$ cat config.mk
export PLATFORM = sky130hd
export DESIGN_NAME = rr_mux_arbiter
export DESIGN_NICKNAME = d
export VERILOG_FILES = /design/src/rtl/rr_mux_arbiter.sv
export SDC_FILE = /design/constraint.sdc
export NUM_CORES = 1
export LEC_CHECK = 0
export CAP_MARGIN = 20
export CELL_PAD_IN_SITES_DETAIL_PLACEMENT = 1
export CELL_PAD_IN_SITES_GLOBAL_PLACEMENT = 2
export CORE_AREA = 8 8 124 126
export CTS_CLUSTER_SIZE = 28
export DETAILED_ROUTE_END_ITERATION = 7
export DIE_AREA = 0 0 132 134
export PLACE_DENSITY_LB_ADDON = 0.1
export SYNTH_ARGS = -nofsm -noshare
export SYNTH_HDL_FRONTEND = slang
export SYNTH_SLANG_ARGS = --single-unit
$ cat constraint.sdc
create_clock -name clk -period 3.5 [get_ports clk]
set_input_delay 0.7 -clock clk [delete_from_list [all_inputs] [get_ports clk]]
set_output_delay 0.7 -clock clk [all_outputs]
set_load 0.005 [all_outputs]
$ cat src/rtl/rr_mux_arbiter.sv
`default_nettype none
// ============================================================================
// Module   : rr_mux_arbiter
// Purpose  : N-channel, WIDTH-bit registered multiplexer with built-in
//            arbitration (round-robin or fixed lowest-index priority) and a
//            valid/ready handshake on every input and on the output.
//            The chosen word and its source index land in a one-entry
//            output register. The register refills in the same cycle it
//            drains, so throughput is one word per cycle.
// Ports    : clk       - clock, all state updates on the rising edge
//            reset     - synchronous, active-high reset
//            in_data   - N packed channels, channel i at [i*WIDTH +: WIDTH]
//            in_valid  - per-channel word-present flags
//            in_ready  - per-channel accept strobe (one-hot or zero)
//            out_data  - registered selected word
//            out_src   - index of the channel that supplied out_data
//            out_valid - output register holds a word
//            out_ready - consumer takes the word this cycle
// Revision : 1.0 - initial release
// ============================================================================
module rr_mux_arbiter #(
   parameter  int WIDTH = 32,
   parameter  int N     = 4,
   parameter  int MODE  = 0,
   localparam int SEL_W = (N > 1) ? $clog2(N) : 1
) (
   input  logic                 clk,
   input  logic                 reset,
   input  logic [N*WIDTH-1:0]   in_data,
   input  logic [N-1:0]         in_valid,
   output logic [N-1:0]         in_ready,
   output logic [WIDTH-1:0]     out_data,
   output logic [SEL_W-1:0]     out_src,
   output logic                 out_valid,
   input  logic                 out_ready
);

   localparam logic [SEL_W-1:0] c_LAST_IDX = SEL_W'(N - 1);

   logic [WIDTH-1:0] r_out_data;
   logic [SEL_W-1:0] r_out_src;
   logic             r_out_valid;
   logic [SEL_W-1:0] r_ptr;

   logic             w_accept;
   logic [N-1:0]     w_hi;
   logic [N-1:0]     w_pick;
   logic             w_any;
   logic [SEL_W-1:0] w_gnt_idx;
   logic [N-1:0]     w_gnt_oh;
   logic [WIDTH-1:0] w_word;
   logic             w_xfer_in;
   logic [SEL_W-1:0] w_ptr_nxt;

   // The register can take a new word when it is empty or drains this cycle.
   assign w_accept = ~r_out_valid | out_ready;

   // Round-robin is done as a two-level priority search: requesters at or
   // above the pointer are tried first; if there are none, the lowest
   // requester overall wins, which gives the wrap-around. Fixed priority
   // simply skips the upper-half mask.
   generate
      if (MODE == 0) begin : g_rr_mask
         always_comb begin
            w_hi = '0;
            for (int i = 0; i < N; i++) begin
               w_hi[i] = in_valid[i] && (i >= int'(r_ptr));
            end
         end
      end else begin : g_fixed_mask
         assign w_hi = '0;
      end
   endgenerate

   assign w_pick = (|w_hi) ? w_hi : in_valid;
   assign w_any  = |in_valid;

   // Lowest set bit of w_pick; scanning downward lets the lowest index
   // overwrite any higher one.
   always_comb begin
      w_gnt_idx = '0;
      for (int i = N - 1; i >= 0; i--) begin
         if (w_pick[i]) begin
            w_gnt_idx = SEL_W'(i);
         end
      end
   end

   always_comb begin
      w_gnt_oh = '0;
      w_word   = '0;
      for (int i = 0; i < N; i++) begin
         w_gnt_oh[i] = w_any && (SEL_W'(i) == w_gnt_idx);
         w_word      = w_word | (in_data[i*WIDTH +: WIDTH] & {WIDTH{w_gnt_oh[i]}});
      end
   end

   assign in_ready  = w_gnt_oh & {N{w_accept & ~reset}};
   assign w_xfer_in = w_any & w_accept;
   assign w_ptr_nxt = (w_gnt_idx == c_LAST_IDX) ? '0 : w_gnt_idx + 1'b1;

   always_ff @(posedge clk) begin
      if (reset) begin
         r_out_data  <= '0;
         r_out_src   <= '0;
         r_out_valid <= 1'b0;
         r_ptr       <= '0;
      end else if (w_xfer_in) begin
         r_out_data  <= w_word;
         r_out_src   <= w_gnt_idx;
         r_out_valid <= 1'b1;
         if (MODE == 0) begin
            r_ptr <= w_ptr_nxt;
         end
      end else if (out_ready) begin
         // Drain with nothing to refill: data and source hold their values.
         r_out_valid <= 1'b0;
      end
   end

   assign out_data  = r_out_data;
   assign out_src   = r_out_src;
   assign out_valid = r_out_valid;

endmodule
`default_nettype wire

==> results.ini, run 1 <==
[run_status]
status = finished, final reports clean

[floorplan]
die_w_um = 132
die-area_sq_um = 17700
core_area_sq_um = 13500
pin_count = 174
fp.dieH_um = 134
row_count = 43
initial_core_util = 0.165

[synthesis]
ys_types = 27
synth_compound_area_frac = 0.450
syn_area_per_cell_sq_um = 9.66
synthMuxAreaShare = 0
synth_xor_area_frac = 0
synth_top_family_by_area = compound AO/OA/AOI/OAI gates
synth_ff_type = dfxtp_1
synth-async-reset-ratio = 0
yosys.area_share.simple = 0.123
synth_nets = 370
yosys.area.top_type = dfxtp_1
synthAdderAreaFrac = 0.0224
yosysSeqAreaShare = 0.332
yosys_warnings = 0
ys_ff_latch = 37
synth-edff-count = 0
syn-cell-area_sq_um = 2230
syn_inst = 231
yosysTopAreaCellShare = 0.332
synth_area_leaders = dfxtp_1 33%, a221oi_2 20%, a211oi_1 11%

[setup_path]
path_common_cell = clkdlybuf4s50_1
timing.rr.end = out_data[21]
cp_max_fo = 5
cp-end-kind = primary output
path_cells = clkdlybuf4s50_1, nor2b_2, nor3b_2, o22a_2, inv_1, ha_1, and2_1, clkdlybuf4s50_1
max_stage_delay_ns = 0.54
reg2reg_slack_ns = 1.29
start_kind = input pin
r2r_cells = 9
reg2reg_from = r_ptr[1]
cp_data_required_time_ns = 2.80
crit_arrival_ns = 2.65
cp-endpoint = in_ready[0]
slowest_stage = clkdlybuf4s50_1
path_class = in -> out
crit_start = in_valid[0]

[global_route]
gr-usage-met1 = 0.168
met2_usage = 0.202
grt_pass1_vias = 2900
grt_max_degree = 39
gr-usage-all-layers = 0.128
overflow = 0
antenna_found_initial = 0
top_usage_layer = met2
grt_use_met3 = 0.0419
grt_pass1_wl_mm = 17.6

[routing]
wire_per_inst_um = 20.0
ant_nets = 0
drc = 0
drt-total-wl_mm = 11.6
vias_per_cell = 4.45
vias = 2572
drtPass1Iterations = 4
drtIter0Drc = 95

[timing]
final-max-slew-violation-count = 0
worstMarginPinSlew_ns = 0.620
fin_crit_sh = 0.956
skew_ns = 0.00535
hold_viol_final = 0
clock.fmax_ghz = 0.299
fin_crit_ns = 3.35
final-setup-viol-count = 0
layout_setup_ws_ns = 0.153
whs_ns = 0.496
relSlewSlack = 0.587

[placement]
dp_hpwl_mm = 8.52
portBuffers = 173
post-place-ws_ns = 0.0731
place_congestion = 0.756

[power_and_ir_drop]
combPwrFrac = 0.428
switching_share = 0.316
p_int_mw = 1.15
p_leak_nw = 1.55
seq_power_share = 0.309
switchingPower_mw = 0.532
powerDensity_nw_per_um2 = 394
peakVddDrop_mv = 0.150
clkPwrFrac = 0.263

[final_layout]
nNetsFinal = 536
area_growth_pct = 91.8
layout_commonest_cell = clkdlybuf4s50_1
drive_gt1_frac = 0.143
layout_common_cells = 172 x clkdlybuf4s50_1, 37 x dfxtp_1, 35 x nor2_1, 33 x a211oi_1, 32 x a22oi_1
post-route-util = 0.317
antenna_cells = 0

[clocking]
clockBufferDepth = 2
hold_buffers = 0
numCtsBuffers = 5
clk_latency_ns = 0.28
h-tree-depth = 2
cts_tree = yes
cts_root_buffer = clkbuf_16
path_clk_slew_ns = 0.06
cts_sinks = 37

[min_path]
hold_path.startpoint = out_data[22]
hp-class = reg -> reg

[flow_run]
cap_violations = 0

routing by layer:
layer / part of all wire / vias up
li1: - / 1246
met1: 0.49 / 1214
met2: 0.44 / 107
met3: 0.060 / 5
met4: 0.0081 / 0
met5: 0 / -
state kept, by name, indices dropped and copies added (netlist names):
| register | count |
|---|---|
| out_data | 32 |
| r_ptr | 2 |
| out_src | 2 |
| out_valid | 1 |
metrics by stage:
stage | cell area, sq um | power [mW] | std cells | TNS (ns)
global route | 4280 | 1.80 | 578 | -0.00267
finish | 4280 | 1.68 | 578 | 0
floorplan | 2230 | 0.859 | 231 | 0
CTS | 4260 | 1.73 | 577 | 0
detailed placement | 4120 | 1.26 | 569 | 0
global placement | 4120 | 1.26 | 569 | 0
critical path: cells and delay by family:
kind,cells,cell delay [ns]
simple gates,3,0.41
fa+ha+maj,1,0.15
buf+inv,3,1.14
compound gates,1,0.25
layout make-up:
cell class | instances | area (sq um)
fillers | 1549 | 9230
repair buffers | 186 | 1820
multi-input cells | 165 | 1350
flip-flops and latches | 37 | 741
well taps | 180 | 225
clock buffers | 8 | 136
inverters | 2 | 7.51
worst min-delay path by stage:
| stage | end | slack (ns) | depth (start not counted) |
|---|---|---|---|
| 3_3_place_gp | out_data[10] | 0.49 | 2 |
| 3_5_place_dp | out_data[22] | 0.49 | 2 |
| 2_1_floorplan | r_ptr[1] | 0.47 | 2 |
| 4_1_cts | out_data[22] | 0.50 | 2 |
| 5_1_grt | out_data[28] | 0.52 | 2 |
| 6_report | out_data[22] | 0.50 | 2 |
synthesized netlist by cell type, types with 4 or more instances:
master	number
a22oi_1	32
and2_1	8
buf_1	4
nor2_1	35
buf_2	4
ha_1	4
buf_6	5
a221oi_2	30
a211oi_1	33
dfxtp_1	37
clkbuf_1	11
power groups by stage:
| stage | Combinational [mW] | Clock (mW) | Sequential [mW] |
|---|---|---|---|
| floorplan | 0.328 | 0 | 0.531 |
| global route | 0.792 | 0.484 | 0.527 |
| CTS | 0.733 | 0.474 | 0.520 |
| finish | 0.721 | 0.444 | 0.520 |
| global placement | 0.731 | 0 | 0.525 |
| detailed placement | 0.730 | 0 | 0.528 |
kinds of logic (layout without fill, tap and decap cells):
group	count (synthesis)	in the layout
AO/OA/AOI/OAI	104	104
adder cells (fa/ha/maj)	4	4
buffers and inverters	29	196
flip-flops	37	37
AND/OR/NAND/NOR	57	57
what timing repair did:
action | in CTS | in global routing
gates resized for setup | 0 | 4
setup buffers | 0 | 1
endpoints found under the setup margin | 0 | 4
(Power assumes the default switching activity.)
==> run 2: changes to the inputs <==
Settings changed: CORE_AREA 8 8 124 126 to 8 8 128 130, DIE_AREA 0 0 132 134 to 0 0 136 138.
Clock period 3.5 ns to 2.75 ns, I/O delays scaled along.
==> results.ini, run 2 (synthesis gave the netlist of run 1 again) <==
[global_route]
gr-usage-all-layers = 0.126  ; -0.00219
grt_max_degree = 39  ; unchanged
grt_pass1_wl_mm = 18.2  ; +3.1%
grt_pass1_vias = 2978  ; +2.7%
antenna_found_initial = 1  ; +1
overflow = 0  ; unchanged

[flow_run]
cap_violations = 0  ; unchanged

[routing]
wire_per_inst_um = 20.2  ; +1.1%
drt-total-wl_mm = 11.8  ; +2.5%
drtIter0Drc = 86  ; -9.5%
vias = 2603  ; +1.2%
drtPass1Iterations = 4  ; unchanged
ant_nets = 0  ; unchanged
drc = 0  ; unchanged
vias_per_cell = 4.44  ; -0.18%

[clocking]
clk_latency_ns = 0.29  ; about the same
numCtsBuffers = 5  ; unchanged
cts_root_buffer = clkbuf_16
cts_tree = yes
cts_sinks = 37  ; unchanged
clockBufferDepth = 2  ; unchanged
path_clk_slew_ns = 0.06  ; about the same
h-tree-depth = 2  ; unchanged
hold_buffers = 0  ; unchanged

[power_and_ir_drop]
clkPwrFrac = 0.281  ; +0.018
powerDensity_nw_per_um2 = 513  ; +30%
switchingPower_mw = 0.712  ; +34%
switching_share = 0.315  ; -0.000483
combPwrFrac = 0.426  ; -0.002
p_int_mw = 1.55  ; +34%
seq_power_share = 0.293  ; -0.016
p_leak_nw = 1.61  ; +4.3%
peakVddDrop_mv = 0.201  ; +34%

[floorplan]
pin_count = 174  ; unchanged
initial_core_util = 0.156  ; -0.00934
fp.dieH_um = 138  ; +3.0%
row_count = 44  ; +2.3%
die_w_um = 136  ; +3.0%
core_area_sq_um = 14300  ; +6.0%
die-area_sq_um = 18800  ; +6.1%

[final_layout]
layout_common_cells = 165 x clkdlybuf4s50_1, 37 x dfxtp_1, 34 x nor2_1, 33 x a211oi_1, 32 x a22oi_1
stdcell_count = 586  ; +1.4%
layout_commonest_cell = clkdlybuf4s50_1
multi_input_area_sq_um = 1370  ; +1.7%
nNetsFinal = 540  ; +0.75%
drive_gt1_frac = 0.184  ; +0.0409
largest_reg_flops = 32  ; unchanged
register_area_sq_um = 741  ; unchanged
antenna_cells = 0  ; unchanged
fin_area_sq_um = 4400  ; +2.9%
area_growth_pct = 97.3
fill_cells = 1641  ; +5.9%

[timing]
hold_viol_final = 0  ; unchanged
whs_ns = 0.501  ; +0.00426 ns
fin_crit_sh = 0.960
skew_ns = 0.00654  ; +0.00119 ns
relSlewSlack = 0.588  ; +0.00133
final-setup-viol-count = 0  ; unchanged
clock.fmax_ghz = 0.379
layout_setup_ws_ns = 0.111  ; -0.0422 ns
setup_tns_ns = 0  ; unchanged
worstMarginPinSlew_ns = 0.618  ; -0.00200 ns
rsz0062_at_grt = true
final-max-slew-violation-count = 0  ; unchanged
fin_crit_ns = 2.64

[placement]
place_congestion = 0.666  ; -12%
dpl.cell_count = 577  ; +1.4%
dp_hpwl_mm = 8.73  ; +2.5%
place_area_sq_um = 4220  ; +2.4%
portBuffers = 173  ; unchanged
post-place-ws_ns = -0.385  ; -0.458 ns

[min_path]
hp-class = reg -> reg

[setup_path]
cp_max_fo = 3  ; -2
path_class = in -> out
reg2reg_slack_ns = 0.63  ; -0.66 ns
cp-end-kind = primary output
start_kind = input pin
crit_arrival_ns = 2.09  ; -0.56 ns
cp_data_required_time_ns = 2.20  ; -0.60 ns

[run_status]
status = finished, final reports clean

## run 2: changes by cell type in the layout (fill, tap and decap cells not counted), sizes merged
cell	previous run	this run
clkdlybuf4s50	172	165
clkdlybuf4s15	0	1
clkbuf	8	9
buf	14	19
clkinv	0	1
dlygate4sd2	0	3
## run 2: final timing paths
kind | start | endpoint | cells past startpoint
worst min register to register | out_data[13] | out_data[13] | 2
worst min-delay path | out_data[13] | out_data[13] | 2
worst max register to register | r_ptr[1] | out_data[25] | 8
worst max-delay path | in_valid[1] | in_ready[3] | 9
## run 2: repair_timing
item / 4_1_cts / 5_1_grt
setup endpoints to repair: 4 / 4
setup buffers: 1 / 0
resized for setup: 18 / 7
pin swaps: 5 / 1
cloned: 0 / 0
## run 2: layout make-up
type	instances	area share
Clock buffer	7	0.0347
Clock inverter	1	0.00114
Inverter	2	0.00171
Multi-Input combinational cell	165	0.311
Sequential cell	37	0.168
Tap cell	184	0.0523
Timing Repair Buffer	190	0.431
## run 2: worst max-delay path, cell delays in order
cell	delay, ns
clkdlybuf4s50_1	0.48
nand2b_4	0.13
a21oi_2	0.04
o32ai_2	0.25
buf_4	0.16
inv_1	0.05
ha_2	0.17
and2_1	0.14
clkbuf_2	0.12
## run 2: per-layer routing
layer | share of wire | GRT usage | vias to the layer above
met5 | 0.0011 | 0 | -
met4 | 0.0091 | 0.0295 | 2
met3 | 0.098 | 0.0594 | 9
met2 | 0.44 | 0.190 | 118
met1 | 0.46 | 0.158 | 1222
li1 | - | - | 1252
## run 2: through the flow
| step | power (mW) | utilization |
|---|---|---|
| final | 2.26 | 0.308 |
| after floorplan | 1.09 | - |
| after global placement | 1.65 | 0.295 |
| after CTS | 2.33 | 0.308 |
| after detailed placement | 1.65 | 0.295 |
| after global routing | 2.43 | 0.308 |
## run 2: power by group through the flow
stage / clock network [mW] / logic (mW) / registers, mW
global placement: 0 / 0.978 / 0.669
finish: 0.635 / 0.963 / 0.662
floorplan: 0 / 0.418 / 0.676
CTS: 0.677 / 0.989 / 0.662
detailed placement: 0 / 0.979 / 0.673
global route: 0.702 / 1.06 / 0.673
==> run 3: changes to the inputs <==
Settings changed: SETUP_SLACK_MARGIN from default to 0.02.
==> results.ini, run 3 (synthesis gave the netlist of run 1 again) <==
[clocking]
clockBufferDepth = 2  ; unchanged
h-tree-depth = 2  ; unchanged
clk_latency_ns = 0.29  ; about the same
numCtsBuffers = 5  ; unchanged
hold_buffers = 0  ; unchanged
cts_sinks = 37  ; unchanged
cts_tree = yes
path_clk_slew_ns = 0.06  ; about the same
cts_root_buffer = clkbuf_16

[floorplan]
pin_count = 174  ; unchanged
initial_core_util = 0.156  ; unchanged
die-area_sq_um = 18800  ; unchanged
core_area_sq_um = 14300  ; unchanged
fp.dieH_um = 138  ; unchanged
row_count = 44  ; unchanged
die_w_um = 136  ; unchanged

[timing]
final-setup-viol-count = 0  ; unchanged
relSlewSlack = 0.588  ; unchanged
clock.fmax_ghz = 0.379  ; about the same
fin_crit_ns = 2.64  ; +0.00147 ns
worstMarginPinSlew_ns = 0.618  ; unchanged
final-max-slew-violation-count = 0  ; unchanged
hold_viol_final = 0  ; unchanged
rsz0062_at_grt = true
fin_crit_sh = 0.960  ; about the same
skew_ns = 0.00678  ; +0.000239 ns
layout_setup_ws_ns = 0.109  ; -0.00147 ns

[global_route]
overflow = 0  ; unchanged
grt_pass1_vias = 2978  ; unchanged
antenna_found_initial = 1  ; unchanged
grt_max_degree = 39  ; unchanged
gr-usage-all-layers = 0.126  ; unchanged
grt_pass1_wl_mm = 18.2  ; unchanged

[power_and_ir_drop]
p_leak_nw = 1.61  ; about the same
powerDensity_nw_per_um2 = 514  ; about the same
peakVddDrop_mv = 0.201  ; unchanged

[setup_path]
max_stage_delay_ns = 0.48  ; about the same
start_kind = input pin
crit_buf_inv = 4  ; unchanged
crit_arrival_ns = 2.09  ; about the same
path_class = in -> out
cp_data_required_time_ns = 2.20  ; about the same
critical-path-top-delay-family = buffers and inverters
cp_max_fo = 3  ; unchanged
cp-end-kind = primary output
path_cells = clkdlybuf4s50_1, nand2b_4, a21oi_2, o32ai_2, buf_4, inv_1, ha_2, and2_1, clkbuf_2
slowest_stage = clkdlybuf4s50_1

[final_layout]
largest_reg_flops = 32  ; unchanged
stdcell_count = 586  ; unchanged
register_area_sq_um = 741  ; unchanged
area_growth_pct = 97.2  ; about the same
fill_cells = 1640  ; -0.061%
antenna_cells = 0  ; unchanged
drive_gt1_frac = 0.189  ; +0.00498
layout_common_cells = 165 x clkdlybuf4s50_1, 37 x dfxtp_1, 34 x nor2_1, 33 x a211oi_1, 32 x a22oi_1
nNetsFinal = 540  ; unchanged
multi_input_area_sq_um = 1370  ; +0.18%
layout_commonest_cell = clkdlybuf4s50_1

[routing]
vias = 2602  ; -0.038%
drtPass1Iterations = 4  ; unchanged
routed.top_layer = met5
drtIter0Drc = 86  ; unchanged
drc = 0  ; unchanged
wire_per_inst_um = 20.2  ; about the same
dr_wl_met3_mm = 1.16  ; unchanged
m1WireLength_mm = 5.40  ; about the same
drt-total-wl_mm = 11.9  ; about the same
wl_met2_mm = 5.17  ; unchanged
ant_nets = 0  ; unchanged
vias_per_cell = 4.44  ; about the same

[placement]
dpl.cell_count = 577  ; unchanged
place_congestion = 0.666  ; unchanged
portBuffers = 173  ; unchanged
post-place-ws_ns = -0.385  ; unchanged
dp_hpwl_mm = 8.73  ; unchanged

[min_path]
hp-class = reg -> reg

[run_status]
status = finished, final reports clean

[flow_run]
cap_violations = 0  ; unchanged

==> run 3: routing by layer <==
layer  track usage  vias up
met1         0.158     1221
li1              -     1252
met2         0.190      118
met4        0.0295        2
met5             0        -
met3        0.0594        9
==> run 3: final timing paths <==
check	from	to	slack (ns)	cells past startpoint
hold reg to reg	out_data[13]	out_data[13]	0.50	2
setup reg to reg	r_ptr[1]	out_data[25]	0.63	8
setup / recovery	in_valid[1]	in_ready[3]	0.11	9
hold / removal	out_data[13]	out_data[13]	0.50	2
==> run 3: per-stage QoR <==
stage	hold slack, ns	setup TNS, ns	utilization	power [mW]	area [sq um]
global route	0.515	-0.0303	0.307	2.43	4400
CTS	0.502	0	0.308	2.33	4410
finish	0.501	0	0.307	2.26	4400
global placement	0.485	-1.85	0.295	1.65	4220
detailed placement	0.493	-4.20	0.295	1.65	4220
floorplan	0.471	0	-	1.09	2230
==> run 3: where the power goes <==
| part | switching [mW] | internal (mW) | leakage, nW | total (mW) |
|---|---|---|---|---|
| combinational | 0.418 | 0.544 | 1.22 | 0.962 |
| sequential | 0.0437 | 0.618 | 0.308 | 0.661 |
| clock | 0.251 | 0.385 | 0.0799 | 0.635 |
| total | 0.713 | 1.55 | 1.61 | 2.26 |
==> run 3: what timing repair did <==
action,in CTS,in global routing
buffers inserted,1,0
endpoints found under the setup margin,4,4
gates resized for setup,18,9
pin swaps,5,1
endpoints found under the hold margin,0,0
==> run 3: layout make-up <==
class | count | area share
repair buffers | 190 | 0.430
multi-input cells | 165 | 0.311
flip-flops and latches | 37 | 0.168
well taps | 184 | 0.0523
clock buffers | 7 | 0.0347
inverters | 2 | 0.00171
clock inverters | 1 | 0.00114
==> run 3: worst min-delay path, stage by stage, from the launching register on <==
cell and delay, ns:
dfxtp_1 0.31, nor2_1 0.10, a211oi_1 0.05
